===== src/rtl/game_state_fsm_pkg.sv =====
// Shared game definitions: state encoding, start key and spike count.
// Used by the state FSM, the color mapper and the motion blocks.
package game_state_fsm_pkg;

    localparam int unsigned NUM_SPIKES = 4;
    localparam logic [7:0]  KEY_SPACE_CODE = 8'h2C;
    localparam int unsigned COORD_W = 10;
    localparam int unsigned SCORE_W = 16;
    localparam int unsigned FCNT_W  = 16;

    typedef enum logic [1:0] {
        ST_START = 2'd0,
        ST_PLAY  = 2'd1,
        ST_LOST  = 2'd2,
        ST_WON   = 2'd3
    } game_state_e;

    // Increment that sticks at a ceiling instead of wrapping.
    function automatic logic [FCNT_W-1:0] sat_inc(input logic [FCNT_W-1:0] val,
                                                  input logic [FCNT_W-1:0] ceil);
        return (val >= ceil) ? ceil : val + 1'b1;
    endfunction

endpackage


===== src/rtl/game_state_fsm_if.sv =====
// Game-state bundle: frame sync, keyboard, sprite geometry in; status out.
interface game_state_fsm_if;
    import game_state_fsm_pkg::*;

    logic                                frame_clk;
    logic [7:0]                          keycode;
    logic [COORD_W-1:0]                  BallX;
    logic [COORD_W-1:0]                  BallY;
    logic [COORD_W-1:0]                  Ball_size;
    logic [NUM_SPIKES-1:0][COORD_W-1:0]  ObsX;
    logic [NUM_SPIKES-1:0][COORD_W-1:0]  ObsY;
    logic [NUM_SPIKES-1:0][COORD_W-1:0]  Obs_size;
    logic                                S;
    logic                                L;
    logic                                W;
    logic [SCORE_W-1:0]                  Score;
    logic                                collide;

    modport master (
        output frame_clk, keycode, BallX, BallY, Ball_size, ObsX, ObsY, Obs_size,
        input  S, L, W, Score, collide
    );

    modport slave (
        input  frame_clk, keycode, BallX, BallY, Ball_size, ObsX, ObsY, Obs_size,
        output S, L, W, Score, collide
    );

endinterface


===== src/rtl/game_state_fsm_box_overlap.sv =====
// Axis-aligned bounding-box overlap test; edge sums carried at 11 bits
// so boxes near the right/bottom of the 10-bit range never wrap.
module box_overlap
    import game_state_fsm_pkg::*;
(
    input  logic [COORD_W-1:0] a_x,
    input  logic [COORD_W-1:0] a_y,
    input  logic [COORD_W-1:0] a_size,
    input  logic [COORD_W-1:0] b_x,
    input  logic [COORD_W-1:0] b_y,
    input  logic [COORD_W-1:0] b_size,
    output logic               hit
);

    logic [COORD_W:0] a_x_end;
    logic [COORD_W:0] a_y_end;
    logic [COORD_W:0] b_x_end;
    logic [COORD_W:0] b_y_end;
    logic             x_ok;
    logic             y_ok;

    always_comb begin
        a_x_end = {1'b0, a_x} + {1'b0, a_size};
        a_y_end = {1'b0, a_y} + {1'b0, a_size};
        b_x_end = {1'b0, b_x} + {1'b0, b_size};
        b_y_end = {1'b0, b_y} + {1'b0, b_size};
        x_ok    = ({1'b0, a_x} <= b_x_end) && (a_x_end >= {1'b0, b_x});
        y_ok    = ({1'b0, a_y} <= b_y_end) && (a_y_end >= {1'b0, b_y});
        hit     = x_ok && y_ok;
    end

endmodule


===== src/rtl/game_state_fsm.sv =====
// Game flow controller: start screen, play with grace period, lost/won hold.
// All game updates happen on a vsync-derived frame tick; the start key acts immediately.
//
// state    | meaning
// ST_START | press-start screen, waiting for space
// ST_PLAY  | run in progress, score counts frames
// ST_LOST  | bee hit a spike, restart after hold time
// ST_WON   | bee reached the flag, restart after hold time
module game_state_fsm
    import game_state_fsm_pkg::*;
#(
    parameter logic [COORD_W-1:0] WIN_X        = 10'd560,
    parameter int unsigned        GRACE_FRAMES = 30,
    parameter int unsigned        HOLD_FRAMES  = 60,
    parameter logic [7:0]         KEY_SPACE    = KEY_SPACE_CODE
)(
    input  logic             Clk,
    input  logic             Reset_n,
    game_state_fsm_if.slave  bus
);

    localparam logic [FCNT_W-1:0] GRACE_CNT = FCNT_W'(GRACE_FRAMES);
    localparam logic [FCNT_W-1:0] HOLD_CNT  = FCNT_W'(HOLD_FRAMES);

    game_state_e         state_q, state_d;
    logic [SCORE_W-1:0]  score_q, score_d;
    logic [FCNT_W-1:0]   frame_cnt_q, frame_cnt_d;
    logic                frame_clk_q;
    logic                armed_q;
    logic [7:0]          keycode_q;
    logic                s_q, s_d;
    logic                l_q, l_d;
    logic                w_q, w_d;

    logic                frame_tick;
    logic                key_press;
    logic [NUM_SPIKES-1:0] spike_hit;
    logic                collide;

    for (genvar i = 0; i < NUM_SPIKES; i++) begin : g_spike
        box_overlap u_overlap (
            .a_x    (bus.BallX),
            .a_y    (bus.BallY),
            .a_size (bus.Ball_size),
            .b_x    (bus.ObsX[i]),
            .b_y    (bus.ObsY[i]),
            .b_size (bus.Obs_size[i]),
            .hit    (spike_hit[i])
        );
    end

    assign collide = |spike_hit;

    // armed_q masks the first post-reset cycle so a vsync already high at
    // release is not mistaken for a rising edge.
    assign frame_tick = armed_q && bus.frame_clk && !frame_clk_q;
    assign key_press  = (bus.keycode == KEY_SPACE) && (keycode_q != KEY_SPACE);

    always_comb begin
        state_d     = state_q;
        score_d     = score_q;
        frame_cnt_d = frame_cnt_q;

        unique case (state_q)
            ST_START: begin
                if (key_press) begin
                    state_d     = ST_PLAY;
                    score_d     = '0;
                    frame_cnt_d = '0;
                end
            end
            ST_PLAY: begin
                if (frame_tick) begin
                    if ((frame_cnt_q >= GRACE_CNT) && collide) begin
                        state_d     = ST_LOST;
                        frame_cnt_d = '0;
                    end else if (bus.BallX >= WIN_X) begin
                        state_d     = ST_WON;
                        frame_cnt_d = '0;
                    end else begin
                        score_d     = (score_q == '1) ? score_q : score_q + 1'b1;
                        frame_cnt_d = sat_inc(frame_cnt_q, GRACE_CNT);
                    end
                end
            end
            ST_LOST, ST_WON: begin
                // An accepted restart takes precedence over a same-cycle frame tick.
                if (key_press && (frame_cnt_q >= HOLD_CNT)) begin
                    state_d     = ST_START;
                    frame_cnt_d = '0;
                end else if (frame_tick) begin
                    frame_cnt_d = sat_inc(frame_cnt_q, HOLD_CNT);
                end
            end
            default: begin
                state_d     = ST_START;
                frame_cnt_d = '0;
            end
        endcase

        s_d = (state_d == ST_START);
        l_d = (state_d == ST_LOST);
        w_d = (state_d == ST_WON);
    end

    always_ff @(posedge Clk) begin
        if (!Reset_n) begin
            state_q     <= ST_START;
            score_q     <= '0;
            frame_cnt_q <= '0;
            frame_clk_q <= 1'b0;
            armed_q     <= 1'b0;
            keycode_q   <= '0;
            s_q         <= 1'b1;
            l_q         <= 1'b0;
            w_q         <= 1'b0;
        end else begin
            state_q     <= state_d;
            score_q     <= score_d;
            frame_cnt_q <= frame_cnt_d;
            frame_clk_q <= bus.frame_clk;
            armed_q     <= 1'b1;
            keycode_q   <= bus.keycode;
            s_q         <= s_d;
            l_q         <= l_d;
            w_q         <= w_d;
        end
    end

    assign bus.S       = s_q;
    assign bus.L       = l_q;
    assign bus.W       = w_q;
    assign bus.Score   = score_q;
    assign bus.collide = collide;

endmodule


===== src/flat_wrapper.sv =====
// flat-port wrapper written by rule: the top's interface ports become plain ports
module game_state_fsm_flat import game_state_fsm_pkg::*;
#(
    parameter logic [COORD_W-1:0] WIN_X        = 10'd560,
    parameter int unsigned        GRACE_FRAMES = 30,
    parameter int unsigned        HOLD_FRAMES  = 60,
    parameter logic [7:0]         KEY_SPACE    = KEY_SPACE_CODE
)
  (Clk, Reset_n, bus_frame_clk, bus_keycode, bus_BallX, bus_BallY, bus_Ball_size, bus_ObsX, bus_ObsY, bus_Obs_size, bus_S, bus_L, bus_W, bus_Score, bus_collide);
  game_state_fsm_if bus_i ();
  input  logic Clk;
  input  logic Reset_n;
  input wire logic [$bits(bus_i.frame_clk)-1:0] bus_frame_clk;
  input wire logic [$bits(bus_i.keycode)-1:0] bus_keycode;
  input wire logic [$bits(bus_i.BallX)-1:0] bus_BallX;
  input wire logic [$bits(bus_i.BallY)-1:0] bus_BallY;
  input wire logic [$bits(bus_i.Ball_size)-1:0] bus_Ball_size;
  input wire logic [$bits(bus_i.ObsX)-1:0] bus_ObsX;
  input wire logic [$bits(bus_i.ObsY)-1:0] bus_ObsY;
  input wire logic [$bits(bus_i.Obs_size)-1:0] bus_Obs_size;
  output wire logic [$bits(bus_i.S)-1:0] bus_S;
  output wire logic [$bits(bus_i.L)-1:0] bus_L;
  output wire logic [$bits(bus_i.W)-1:0] bus_W;
  output wire logic [$bits(bus_i.Score)-1:0] bus_Score;
  output wire logic [$bits(bus_i.collide)-1:0] bus_collide;
  assign bus_i.frame_clk = bus_frame_clk;
  assign bus_i.keycode = bus_keycode;
  assign bus_i.BallX = bus_BallX;
  assign bus_i.BallY = bus_BallY;
  assign bus_i.Ball_size = bus_Ball_size;
  assign bus_i.ObsX = bus_ObsX;
  assign bus_i.ObsY = bus_ObsY;
  assign bus_i.Obs_size = bus_Obs_size;
  assign bus_S = bus_i.S;
  assign bus_L = bus_i.L;
  assign bus_W = bus_i.W;
  assign bus_Score = bus_i.Score;
  assign bus_collide = bus_i.collide;
  game_state_fsm #(.WIN_X(WIN_X), .GRACE_FRAMES(GRACE_FRAMES), .HOLD_FRAMES(HOLD_FRAMES), .KEY_SPACE(KEY_SPACE)) u_core (.Clk(Clk), .Reset_n(Reset_n), .bus(bus_i));
endmodule

===== config.mk =====
export PLATFORM = sky130hd
export DESIGN_NAME = game_state_fsm_flat
export DESIGN_NICKNAME = d
export VERILOG_FILES = /design/src/rtl/game_state_fsm_pkg.sv /design/src/rtl/game_state_fsm_if.sv /design/src/rtl/game_state_fsm_box_overlap.sv /design/src/rtl/game_state_fsm.sv /design/src/flat_wrapper.sv
export SDC_FILE = /design/constraint.sdc
export NUM_CORES = 1
export LEC_CHECK = 0
export BUFFER_PORTS_ARGS = -buffer_cell sky130_fd_sc_hd__buf_2
export CAP_MARGIN = 5
export CORE_UTILIZATION = 45
export DETAILED_ROUTE_END_ITERATION = 7
export GPL_ROUTABILITY_DRIVEN = 1
export PLACE_DENSITY = 0.65
export SLEW_MARGIN = 20
export SYNTH_ARGS = -nofsm -noshare
export SYNTH_HDL_FRONTEND = slang
export SYNTH_HIERARCHICAL = 1
export SYNTH_SLANG_ARGS = --single-unit

===== constraint.sdc =====
create_clock -name Clk -period 6.4 [get_ports Clk]
set_clock_uncertainty 0.2 [all_clocks]
set_input_delay 0.32 -clock Clk [delete_from_list [all_inputs] [get_ports Clk]]
set_output_delay 0.32 -clock Clk [all_outputs]
set_load 0.05 [all_outputs]

* After elaboration in Yosys (flattened, before gate mapping)
Cells that the tools add are included.
Cells by class: $add $sub $neg 12, magnitude comparators 19, eq/ne operators 14, multiplexer cells 21, reduce and logical (&&, ||, !) cells 25
Operators by type and width (number):
- two-way mux 16 bit | 12
- adder 10 x 10 -> 11 bit | 10
- >= comparator 11 x 10 -> 1 bit | 8
- less-or-equal comparator 10 x 11 -> 1 bit | 8
- one-hot mux 16 bit (3 select lines) | 1
- adder 16 x 1 -> 16 bit (second input constant) | 2
- one-hot mux 16 bit (2 select lines) | 1
- logical AND 1 bit | 17
- equality test 16 bit (second input constant) | 1
- >= comparator 16 x 5 -> 1 bit (second input constant) | 1
- >= comparator 16 x 6 -> 1 bit (second input constant) | 1
- >= comparator 10 bit (second input constant) | 1
- two-way mux 2 bit | 5
- equality test 2 bit (second input constant) | 4
- equality test 8 x 6 -> 1 bit (second input constant) | 1
- != test 8 x 6 -> 1 bit (second input constant) | 1
- != test 2 bit (second input constant) | 3
- one-hot mux 2 bit (3 select lines) | 1
- AND reduction 6 bit | 1
- zero test 2 bit | 2
- != test 2 x 1 -> 1 bit (second input constant) | 2
- OR reduction 4 bit | 1
- != test 3 x 1 -> 1 bit (second input constant) | 1
- AND reduction 3 bit | 1
- 5 further kinds | 5
Storage, ports and cells: flip-flop bits (word level) 47, bits of input ports 161, output and inout bits 20, logic and storage cells 100

* Longest topological paths before layout
Gate-level depths: netlist of run 1.
depth in word-level cells 10, mapped depth 22, gate-level depth less buffers 22

* Cells and area by module
Netlist of run 1, hierarchy kept.
By module, submodules not included:
- box_overlap (u_core.g_spike[2].u_overlap ...) | instances 2, cells each 323, area an instance 2487.4 um2, seq. area each 0.0 um2
- box_overlap (u_core.g_spike[1].u_overlap) | instances 1, cells each 334, area an instance 2529.9 um2, seq. area each 0.0 um2
- box_overlap (u_core.g_spike[0].u_overlap) | instances 1, cells each 328, area an instance 2518.7 um2, seq. area each 0.0 um2
- game_state_fsm | instances 1, cells each 262, area an instance 2260.9 um2, seq. area each 940.9 um2

* Least setup slack after synthesis of run 1
Ideal clock, no wire load.
kind in2reg, start input port bus_BallY[0], end register u_core.score_q[4] (netlist: u_core/bus.Score[4]), arrival time 5046 ps, data required time 6140 ps, setup slack 1094 ps, stages on the path 22, path buffers 0, path through ha_1 inv_1 fa_1 nor2b_1 o31a_1 o211ai_1 a21boi_0 nor2_1 xnor2_1 ha_1 a211o_1 a211o_1 a41oi_1 o21ai_0 a31oi_1 nor4_1 or4_1 and2_4 a221oi_4 nand2_1 or4_1 nand2_1
On the way: longest elaborated chain between the ends 8, elaborated cells on any way between the ends 21, classes of those cells 1 x add/sub; 8 x order compare; 1 x eq/ne; 11 x reduce/logical
RTL lines:
- from (decl) | line flat_wrapper.sv:16 | input wire logic [$bits(bus_i.BallY)-1:0] bus_BallY;
- adder 10 x 10 -> 11 bit | line game_state_fsm_box_overlap.sv:24 | a_y_end = {1'b0, a_y} + {1'b0, a_size};
- >= comparator 11 x 10 -> 1 bit | line game_state_fsm_box_overlap.sv:28 | y_ok = ({1'b0, a_y} <= b_y_end) && (a_y_end >= {1'b0, b_y});
- logical AND 1 bit * | line game_state_fsm_box_overlap.sv:28
- logical AND 1 bit * | line game_state_fsm_box_overlap.sv:29 | hit = x_ok && y_ok;
- named net u_core.spike_hit[0] | line game_state_fsm.sv:37 | logic [NUM_SPIKES-1:0] spike_hit;
- OR reduction 4 bit * | line game_state_fsm.sv:52 | assign collide = |spike_hit;
- named net bus_collide | line flat_wrapper.sv:25 | output wire logic [$bits(bus_i.collide)-1:0] bus_collide;
- logical AND 1 bit * | line game_state_fsm.sv:74 | if ((frame_cnt_q >= GRACE_CNT) && collide) begin
- != test 2 bit (no line) *
- AND reduction 6 bit (no line) *
- to (signal assigned) | line game_state_fsm.sv:119 | score_q <= score_d;
- to (decl) | line game_state_fsm.sv:26 | logic [SCORE_W-1:0] score_q, score_d;
Mark *: on every way through the listed nets, which the timed path passes. The rest lies on a longest branch. A chain may end at the register's enable or synchronous reset.

* Final worst setup path of run 1
start input port bus_Ball_size[0], end register u_core.score_q[12] (netlist: u_core/bus.Score[12])
On the way: longest elaborated chain between the ends 8, elaborated cells on any way between the ends 26, classes of those cells 2 x add/sub; 8 x order compare; 1 x eq/ne; 15 x reduce/logical
RTL lines:
- from (decl) | line flat_wrapper.sv:17 | input wire logic [$bits(bus_i.Ball_size)-1:0] bus_Ball_size;
- adder 10 x 10 -> 11 bit, on equally long branches | line game_state_fsm_box_overlap.sv:23, game_state_fsm_box_overlap.sv:24
- >= comparator 11 x 10 -> 1 bit, on equally long branches | line game_state_fsm_box_overlap.sv:27, game_state_fsm_box_overlap.sv:28
- logical AND 1 bit, on equally long branches | line game_state_fsm_box_overlap.sv:27, game_state_fsm_box_overlap.sv:28
- logical AND 1 bit * | line game_state_fsm_box_overlap.sv:29
- named net u_core.spike_hit[0] | line game_state_fsm.sv:37
- OR reduction 4 bit * | line game_state_fsm.sv:52
- logical AND 1 bit * | line game_state_fsm.sv:74
- != test 2 bit (no line) *
- AND reduction 6 bit (no line) *
Marked as above.

==> run metrics, run 1 <==
top_reg_cell synth dfxtp_1; Remaining DRCs 0; Critical Path End Type flop; R2R cell count 6; largest net degree at the start of global routing 23; FF-to-FF End u_core/bus.Score[12]; most common cell after layout, fill and taps aside ha_1; final setup violation count 0; Startpoint Class input port; hold path endpoint u_core/keycode_q[4]; FF-to-FF setup slack 3520 ps; Crit path arrival time 5600 ps; CTS H-tree lvls 2; run status finished, final reports clean; WP data required 6420 ps; final hold vios 0; Initial Utilization 45.7%; Total Wirelength 35500 µm; Die X 167 µm; cts-stage hold buffer count 0; routed vias 12100; post-route cell area 0.0138 mm²; Max Fclk 0.179 GHz; total power 1.95 mW; Num CTS Buffers 5; fin. max-slew vios 0; RSZ-0062 raised after global routing false; post-layout min period 5580 ps; ratio of final minimum period to clock period 87.2%; Tot GR Track Use 25.4%; share of layout cells above drive strength 1 13.3%; post-cts sizing count 0; Hold Startpoint bus_keycode[4]; Iter 0 DRT Violations 624; Leakage 6.88 nW; detailed placement HPWL 29200 µm; core area 0.0269 mm²; commonest non-fill, non-tap cells in the layout ha_1, buf_2, inv_1, a21oi_1, nor2_1; placed instance area 0.0136 mm²; part of the Yosys area used for sequential elements 7.66%; IO buf count 180; drt wl/cell 16.9 µm; slew margin rel. 40.5%; Hold Crit Class in -> reg; Setup crit start bus_Ball_size[0]; antenna violations before repair 2; die area 0.0280 mm²; clk root buf clkbuf_16; syn_nets 2070; VDD IR max 0.0000878 V; TNS Setup 0 ps; Clock Latency Late Sink 290 ps; # nets final 2255; Ports 181; Mapped Cells 1570; final core utilization 51.3%; placer congestion estimate 0.894; ys async rst share 0%; Pre-Repair DR Iteration Count 5; CTS tree built; Clock Path Buffers 2; library cells used by synthesis 78; post-CTS setup buffer count 0; Avg Cell Area, Syn 7.82 µm²; synth-to-layout area growth 12.3%; Max Fanout on Critical Path 9; post-route ant nets 0; Post-synth EDFFs 0; hold path depth 2; CTS clk-pin slew, worst paths 60 ps; chip height 167 µm; Congestion Overflow GR 0; Max Cap Viol 0; #FFs+latches synth 47; FF-to-FF Start u_core/frame_cnt_q[12]; Setup CP Type in -> reg; clk sinks 47; Worst-Margin Slew 884 ps; Netlist Area Pre-Place 0.0123 mm²; Pwr Density 141 mW/mm²; global-route wire length before repair 57200 µm; drt via density 5.77; Rows 60; vias in the first global route 11700; Synth Warn # 6
-- stage by stage --
step / instances / hold slack [ps] / setup WS, ps
2_1_floorplan: 1570 / 148 / 1090
3_3_place_gp: 2089 / 250 / 697
3_5_place_dp: 2089 / 277 / 574
4_1_cts: 2097 / 39.5 / 876
5_1_grt: 2098 / 39.3 / 452
6_report: 2098 / 47.4 / 822
-- synth_stat cells, drive strengths merged (4+ instances only) --
master | count | area [µm²]
a2111oi | 12 | 105
a211o | 4 | 35.0
a211oi | 12 | 95.1
a21o | 39 | 293
a21oi | 135 | 687
a221oi | 8 | 87.6
a311oi | 6 | 76.3
a31o | 7 | 61.3
a31oi | 14 | 87.6
and2 | 14 | 90.1
and3 | 11 | 70.1
and4 | 5 | 46.3
clkbuf | 4 | 15.0
dfxtp | 47 | 941
fa | 16 | 320
ha | 323 | 4040
inv | 173 | 649
nand2 | 91 | 342
nand2b | 18 | 113
nand3 | 42 | 215
nand4 | 21 | 131
nor2 | 114 | 428
nor2b | 33 | 206
nor3 | 36 | 180
nor4 | 9 | 56.3
o211ai | 22 | 170
o21a | 37 | 278
o21ai | 79 | 395
o21bai | 8 | 60.1
o221a | 4 | 45.0
o221ai | 5 | 78.8
o22ai | 6 | 37.5
o31a | 14 | 123
o31ai | 11 | 87.6
or2 | 7 | 43.8
or3 | 11 | 68.8
or4 | 12 | 109
xnor2 | 69 | 604
xor2 | 51 | 447
-- logic make-up (layout without fill, tap and decap cells) --
group                      Yosys count  after routing  share of synthesized area, %
adders and majority gates          339            339                          35.5
other                                0              1                             0
muxes                                4              4                         0.336
buffers and inverters              180            366                          5.63
AOI/OAI and AO/OA                  442            442                          24.2
and+or+nand+nor                    438            438                          18.1
xor gates and xnor gates           120            120                          8.56
DFF                                 47             47                          7.66
-- registers in the layout (all words and copies together) (netlist names) --
name,flops
u_core/bus.L,1
u_core/bus.W,1
u_core/frame_clk_q,1
u_core/keycode_q,8
u_core/bus.S,1
u_core/armed_q,1
u_core/state_q,2
u_core/frame_cnt_q,16
u_core/bus.Score,16
-- metal layers --
metal	vias to the layer above	routed length (µm)	GRT usage [%]
li1	6145	-	-
met1	5623	18100	36.9
met2	309	15000	40.3
met3	36	1800	2.48
met4	0	663	5.46
met5	-	0	0
-- worst max path at each step --
stage | to | cells past startpoint
3_5_place_dp | u_core/bus.Score[12] | 22
6_report | u_core/bus.Score[12] | 23
5_1_grt | u_core/bus.Score[13] | 22
4_1_cts | u_core/bus.Score[12] | 22
2_1_floorplan | u_core/bus.Score[4] | 22
3_3_place_gp | u_core/bus.Score[4] | 23
-- power by group --
| group | total, mW | internal, mW | switching, mW | leakage [nW] |
|---|---|---|---|---|
| registers | 0.298 | 0.296 | 0.00140 | 0.381 |
| clock network | 0.333 | 0.224 | 0.109 | 0.0911 |
| logic | 1.32 | 0.585 | 0.731 | 6.41 |
| total | 1.95 | 1.10 | 0.842 | 6.88 |
-- area by class of cell --
| cell class | count | area, µm² |
|---|---|---|
| Antenna cell | 1 | 2.50 |
| Sequential cell | 47 | 941 |
| Clock inverter | 2 | 60.1 |
| Inverter | 173 | 649 |
| Tap cell | 341 | 427 |
| Timing Repair Buffer | 185 | 938 |
| Clock buffer | 6 | 129 |
| Fill cell | 2694 | 13100 |
| Multi-Input combinational cell | 1343 | 10700 |
-- worst max-delay path, stage by stage --
cell and delay (ps):
buf_2 240, ha_1 230, inv_1 50, fa_1 400, nor2b_1 170, o31a_1 210, o211ai_1 100, a21boi_0 240
nor2_1 90, xnor2_1 160, ha_1 260, a211o_1 280, a211o_1 270, a41oi_1 170, o21ai_0 110, a31oi_1 150
nor4_1 140, or4_1 610, and2_4 200, a221oi_4 420, nand3_2 230, or3_1 400, a21oi_1 140
(Power assumes the default switching activity.)
==> inputs of run 2 (changes only) <==
--- a/config.mk
+++ b/config.mk
@@ -5,12 +5,14 @@
 export SDC_FILE = /design/constraint.sdc
 export NUM_CORES = 1
 export LEC_CHECK = 0
+export ABC_AREA = 1
 export BUFFER_PORTS_ARGS = -buffer_cell sky130_fd_sc_hd__buf_2
 export CAP_MARGIN = 5
+export CORE_MARGIN = 2
 export CORE_UTILIZATION = 45
 export DETAILED_ROUTE_END_ITERATION = 7
 export GPL_ROUTABILITY_DRIVEN = 1
-export PLACE_DENSITY = 0.65
+export RECOVER_POWER = 25
 export SLEW_MARGIN = 20
 export SYNTH_ARGS = -nofsm -noshare
 export SYNTH_HDL_FRONTEND = slang
==> run 2 against run 1 <==
Effect of this change: wire length is 12% higher; sequential power is essentially flat; critical endpoint is now bus_collide; clock power decreased by 23%.
==> run metrics, run 2 <==
most frequent cell after synthesis nand2_1; TNS Setup 0 ps (unchanged); part of the Yosys area used for sequential elements 6.94% (-0.72 points); share of layout cells above drive strength 1 13.2% (-0.11 points); post-route ant nets 0 (unchanged); synth-to-layout area growth 10.7%; Remaining DRCs 0 (unchanged); Max Fclk 0.238 GHz (+33%); crit-path max cell delay 530 ps (-80 ps); Rows 63 (+5.0%); Iter 0 DRT Violations 805 (+29%); vias in the first global route 12600 (+8.3%); VDD IR max 0.0000992 V (+13%); Pre-Repair DR Iteration Count 5 (unchanged); most common cell after layout, fill and taps aside nand2_1; ratio of final minimum period to clock period 65.6% (-22 points); Initial Utilization 45.8% (+0.062 points); hold path endpoint u_core/frame_clk_q; Synth top cells by count nand2_1, ha_1, inv_1; # nets final 2709 (+20%); total power 2.02 mW (+3.8%); CTS clk-pin slew, worst paths 60 ps (about the same); Hold Startpoint bus_frame_clk; CP max-delay cell fa_1; top_reg_cell synth dfxtp_1; ys async rst share 0% (unchanged); clk sinks 47 (unchanged); sum of buffers and inverters on the critical path 3 (+1); Setup CP Type in -> out; commonest non-fill, non-tap cells in the layout nand2_1, ha_1, inv_1, a21oi_1, buf_2; Placement Setup Slack 2000 ps (+1430 ps); post-cts sizing count 0 (unchanged); drt via density 5.20 (-9.9%); CTS H-tree lvls 2 (unchanged); sequential cell area 941 µm² (unchanged); Total Wirelength 39800 µm (+12%); die area 0.0316 mm² (+13%); chip height 178 µm (+6.2%); Mapped Cells 2032 (+29%); Max Fanout on Critical Path 12 (+3); run status finished, final reports clean; Die X 178 µm (+6.2%); global-route wire length before repair 62700 µm (+9.6%); syn_nets 2532 (+22%); library cells used by synthesis 46 (-41%); Leakage 8.22 nW (+19%); Hold Crit Class in -> reg; WP data required 5880 ps (-540 ps); Worst-Margin Slew 649 ps (-235 ps); Startpoint Class input port; Critical Path End Type primary output; CP cell instances buf_2, inv_1, fa_1, nor4_4, nor2_2, xnor2_1, ha_1, nand2_1, nor2_1, nand2_1, nand2_1, nand2_1, nand3_1, nand2_1, nand2_1, nand2_1, nand2_1, nand2_1, nor2_1, nor2_1, nand2_1, buf_2; Tot GR Track Use 24.9% (-0.53 points); IO buf count 180 (unchanged); detailed placement HPWL 32500 µm (+11%); Clock Path Buffers 2 (unchanged); FILL cells 3083 (+14%); Post-synth EDFFs 0 (unchanged); top cell type by total area after synthesis ha_1; post-layout min period 4200 ps (-1380 ps); FF-to-FF End u_core/bus.Score[8]; Crit path arrival time 3680 ps (-1920 ps); cts-stage hold buffer count 0 (unchanged); slew margin rel. 56.7% (+16 points); #FFs+latches synth 47 (unchanged); number of diodes 0 (-1); Congestion Overflow GR 0 (unchanged); drt wl/cell 15.3 µm (-9.7%); Ports 181 (unchanged); routed vias 13500 (+12%); largest net degree at the start of global routing 32 (+39%); setup ws final 2200 ps (+1380 ps); placer congestion estimate 0.916 (+2.4%); CTS tree built; final setup violation count 0 (unchanged); RSZ-0062 raised after global routing false; FF-to-FF setup slack 4190 ps (+670 ps); Clock Latency Late Sink 290 ps (about the same); Multi-input gate area 0.0113 mm² (+6.4%); post-CTS setup buffer count 0 (unchanged); Num CTS Buffers 5 (unchanged); Netlist Area Pre-Place 0.0136 mm² (+10%); clk root buf clkbuf_16; Synth Warn # 6 (unchanged); final hold vios 0 (unchanged); Max Cap Viol 0 (unchanged); FF-to-FF Start u_core/frame_cnt_q[0]; WHS 21.4 ps (-26.0 ps); fin. max-slew vios 0 (unchanged); R2R cell count 12 (+6); Avg Cell Area, Syn 6.68 µm² (-15%); antenna violations before repair 0 (-2); core area 0.0296 mm² (+10%); top cells by area, synth ha_1, nand2_1, inv_1; post-synth top area share 29.8% (-3.1 points); CP dominant cell by count nand2_1; hold path depth 3 (+1); Pwr Density 135 mW/mm² (-4.6%); CP delay by family, top simple AND/OR/NAND/NOR gates
[run 2: changes by cell type after synthesis, moves of 31 or more]
cell     previous run  this run
a21oi_1           132       175
inv_1             173       308
nand2_1            91       473
nand3_1            41        93
nor2_1            114       166
nor2b_1            33         0
nor3_1             36         5
o21a_1             37         5
o21ai_0            76        32
xor2_1             51        84
[run 2: cell type report]
class / instances / share of cell area (%)
multi-input cells: 1653 / 75.5
well taps: 390 / 3.25
clock inverters: 3 / 0.133
inverters: 322 / 8.07
flip-flops and latches: 47 / 6.27
repair buffers: 180 / 5.94
clock buffers: 5 / 0.833
[run 2: cells by family (layout without fill, tap and decap cells)]
family	count (synthesis)	in the layout	share of synthesized area (%)
fa+ha+maj	339	339	32.2
compound gates	343	343	15.7
xor+xnor	137	137	8.85
flops	47	47	6.94
buf+inv	332	510	9.51
simple gates	834	834	26.8
[run 2: how the worst max path moves through the flow]
stage | startpoint | cells after the start | to | slack (ps)
finish | bus_BallX[1] | 22 | bus_collide | 2200
global route | bus_BallX[2] | 29 | u_core/bus.Score[5] | 1920
CTS | bus_BallX[1] | 22 | bus_collide | 2190
detailed placement | bus_BallX[1] | 27 | u_core/bus.Score[9] | 2000
global placement | bus_BallX[1] | 27 | u_core/bus.Score[15] | 2070
floorplan | bus_ObsX[30] | 30 | u_core/bus.Score[15] | 2430
[run 2: worst register-to-register path, cell delays in order, from the launching register on]
cell	delay, ps
dfxtp_1	440
inv_1	90
ha_1	200
nor2_1	110
nor2_2	60
nor2_2	180
nand2_4	90
nand2_4	100
nand2_4	60
nand2_4	180
nand2_4	190
nand2_1	140
a21oi_2	50
[run 2: stage by stage]
stage	utilization, %	area (µm²)	cells
CTS	50.7	15000	2600
floorplan	-	13600	2032
finish	50.7	15000	2600
detailed placement	50.2	14900	2592
global route	50.7	15000	2600
global placement	50.2	14900	2592
[run 2: per-layer routing]
layer | track usage [%] | share of wire, %
met1 | 37.7 | 53
met2 | 38.6 | 41
met3 | 2.08 | 4.8
met4 | 3.48 | 1.4
met5 | 0 | 0
[run 2: power breakdown]
part / switching [mW] / internal (mW)
registers: 0.00238 / 0.298
logic: 0.889 / 0.577
clock network: 0.111 / 0.144
==> inputs of run 3 (changes only) <==
--- a/config.mk
+++ b/config.mk
@@ -12,6 +12,7 @@
 export CORE_UTILIZATION = 45
 export DETAILED_ROUTE_END_ITERATION = 7
 export GPL_ROUTABILITY_DRIVEN = 1
+export PLACE_DENSITY = 0.67
 export RECOVER_POWER = 25
 export SLEW_MARGIN = 20
 export SYNTH_ARGS = -nofsm -noshare
==> constraint.sdc (replaced) <==
create_clock -name Clk -period 3.7 [get_ports Clk]
set_clock_uncertainty 0.2 [all_clocks]
set_input_delay 0.185 -clock Clk [delete_from_list [all_inputs] [get_ports Clk]]
set_output_delay 0.185 -clock Clk [all_outputs]
set_load 0.05 [all_outputs]
==> run 3 against run 2 <==
Effect of this change: count of clock-buffer cells in the layout did not move; sequential share of layout area fell by 0.60 points; register-to-register slack got worse by 2700 ps; power rose by 89%; clock power rose by 82%; critical path depth rose by 1; largest power group unchanged.
==> run metrics, run 3 (synthesis results as in run 2) <==
final hold vios 0 (unchanged); Num CTS Buffers 5 (unchanged); WHS 243 ps (+222 ps); routed vias 14400 (+6.6%); clk root buf clkbuf_16; CP cell instances buf_2, ha_1, inv_1, fa_1, o31ai_2, xor2_1, ha_1, nand2_1, nand2_1, a21oi_1, nand2_1, nand2_1, nand3_1, nand2_1, nand2_1, nand2_1, nand2_1, nand2_1, nor2_2, nor2_2, nand2_4, buf_4, buf_8; Crit path arrival time 3150 ps (-530 ps); Tot GR Track Use 25.7% (+0.86 points); drt wl/cell 15.1 µm (-1.5%); vias in the first global route 13600 (+7.6%); Worst-Margin Slew 673 ps (+23.6 ps); final setup violation count 0 (unchanged); Total Wirelength 41600 µm (+4.6%); total power 3.83 mW (+89%); core area 0.0296 mm² (unchanged); IO buf count 180 (unchanged); FF-to-FF End u_core/bus.Score[9]; chip height 178 µm (unchanged); Max Fanout on Critical Path 3 (-9); Max Fclk 0.283 GHz; largest net degree at the start of global routing 32 (unchanged); global-route wire length before repair 65400 µm (+4.4%); most common cell after layout, fill and taps aside nand2_1; RSZ-0062 raised after global routing true; run status finished, final reports clean; drt via density 5.22 (+0.40%); post-placement cell count 2739 (+5.7%); FF-to-FF Start u_core/bus.Score[0]; CTS H-tree lvls 2 (unchanged); Leakage 9.03 nW (+9.9%); Final Non-Filler Cells 2761 (+6.2%); sum of buffers and inverters on the critical path 4 (+1); synth-to-layout area growth 22.3%; Pre-Repair DR Iteration Count 5 (unchanged); Rows 63 (unchanged); CP dominant cell by count nand2_1; placed instance area 0.0160 mm² (+7.8%); TNS Setup 0 ps (unchanged); Ports 181 (unchanged); VDD IR max 0.000197 V (+99%); clk sinks 47 (unchanged); crit-path max cell delay 410 ps (-120 ps); slew margin rel. 55.1% (-1.6 points); Remaining DRCs 0 (unchanged); Iter 0 DRT Violations 815 (+1.2%); Hold Crit Class reg -> reg; detailed placement HPWL 34700 µm (+6.6%); share of layout cells above drive strength 1 20.6% (+7.4 points); Max Cap Viol 0 (unchanged); CP delay by family, top adder cells; Setup CP Type in -> out; hold path endpoint u_core/frame_cnt_q[15]; hold path depth 2 (-1); Initial Utilization 45.8% (unchanged); # nets final 2868 (+5.9%); post-route ant nets 0 (unchanged); antenna violations before repair 2 (+2); commonest non-fill, non-tap cells in the layout nand2_1, ha_1, inv_1, a21oi_1, buf_2; fin. max-slew vios 0 (unchanged); Hold Startpoint u_core/frame_cnt_q[15]; Clock Latency Late Sink 290 ps (about the same); WP data required 3310 ps (-2570 ps); CTS tree built; ratio of final minimum period to clock period 95.5%; Startpoint Class input port; Pwr Density 231 mW/mm² (+71%); post-layout min period 3530 ps; Congestion Overflow GR 0 (unchanged); Critical Path End Type primary output; CP max-delay cell fa_1; R2R cell count 9 (-3); Die X 178 µm (unchanged); FF-to-FF setup slack 1500 ps (-2690 ps); Clock Path Buffers 2 (unchanged); placer congestion estimate 0.934 (+2.1%); die area 0.0316 mm² (unchanged); CTS clk-pin slew, worst paths 70 ps (about the same); post-route cell area 0.0166 mm² (+10%)
## run 3: cell type report
class,count,area (µm²)
antenna,2,5.00
clock buffer,5,125
clock inverter,3,22.5
fill,3012,13100
inverter,322,1210
multi-input combinational,1653,11600
sequential,47,941
tap,390,488
timing repair buffer,339,2200
## run 3: worst max path at each step
stage                           from              endpoint  slack (ps)  cells after the start
floorplan               bus_ObsX[30]  u_core/bus.Score[15]          20                     30
global placement    bus_Obs_size[20]   u_core/bus.Score[9]        -280                     30
finish                  bus_BallY[0]           bus_collide         170                     23
CTS                 bus_Obs_size[30]           bus_collide          10                     26
global route            bus_BallY[0]           bus_collide         -60                     23
detailed placement  bus_Obs_size[30]   u_core/bus.Score[9]        -390                     30
## run 3: metal layers
metal  GRT usage, %  up-vias  wire length (µm)
met5              0        -                 0
met4           7.14        0              1110
met3           2.42       66              2100
met2           42.7      357             18600
met1           35.3     6565             19800
li1               -     7426                 -
## run 3: timing repair
item,4_1_cts,5_1_grt
pin swaps,0,40
hold buffers,10,0
buffers inserted,0,2
endpoints found under the setup margin,20,26
endpoints found under the hold margin,10,0
gates resized for setup,6,72
## run 3: power breakdown
group / leakage [nW] / switching (mW) / internal [mW]
Clock: 0.0746 / 0.210 / 0.255
Sequential: 0.382 / 0.00434 / 0.515
Combinational: 8.57 / 1.63 / 1.21
## run 3: metrics by stage
stage	utilization (%)	setup WS [ps]
3_5_place_dp	54.1	-393
4_1_cts	55.0	11.6
2_1_floorplan	-	24.7
3_3_place_gp	54.1	-284
6_report	56.0	167
5_1_grt	56.0	-56.0
## run 3: worst register-to-register path, cell delays in order, from the launching register on
cell and delay (ps):
dfxtp_1 390, ha_1 290, nand2_2 130, nor2_4 60, nand3_2 70, o21ai_2 70
nor2_4 440, nand2_8 200, nand2_1 140, a21oi_2 60
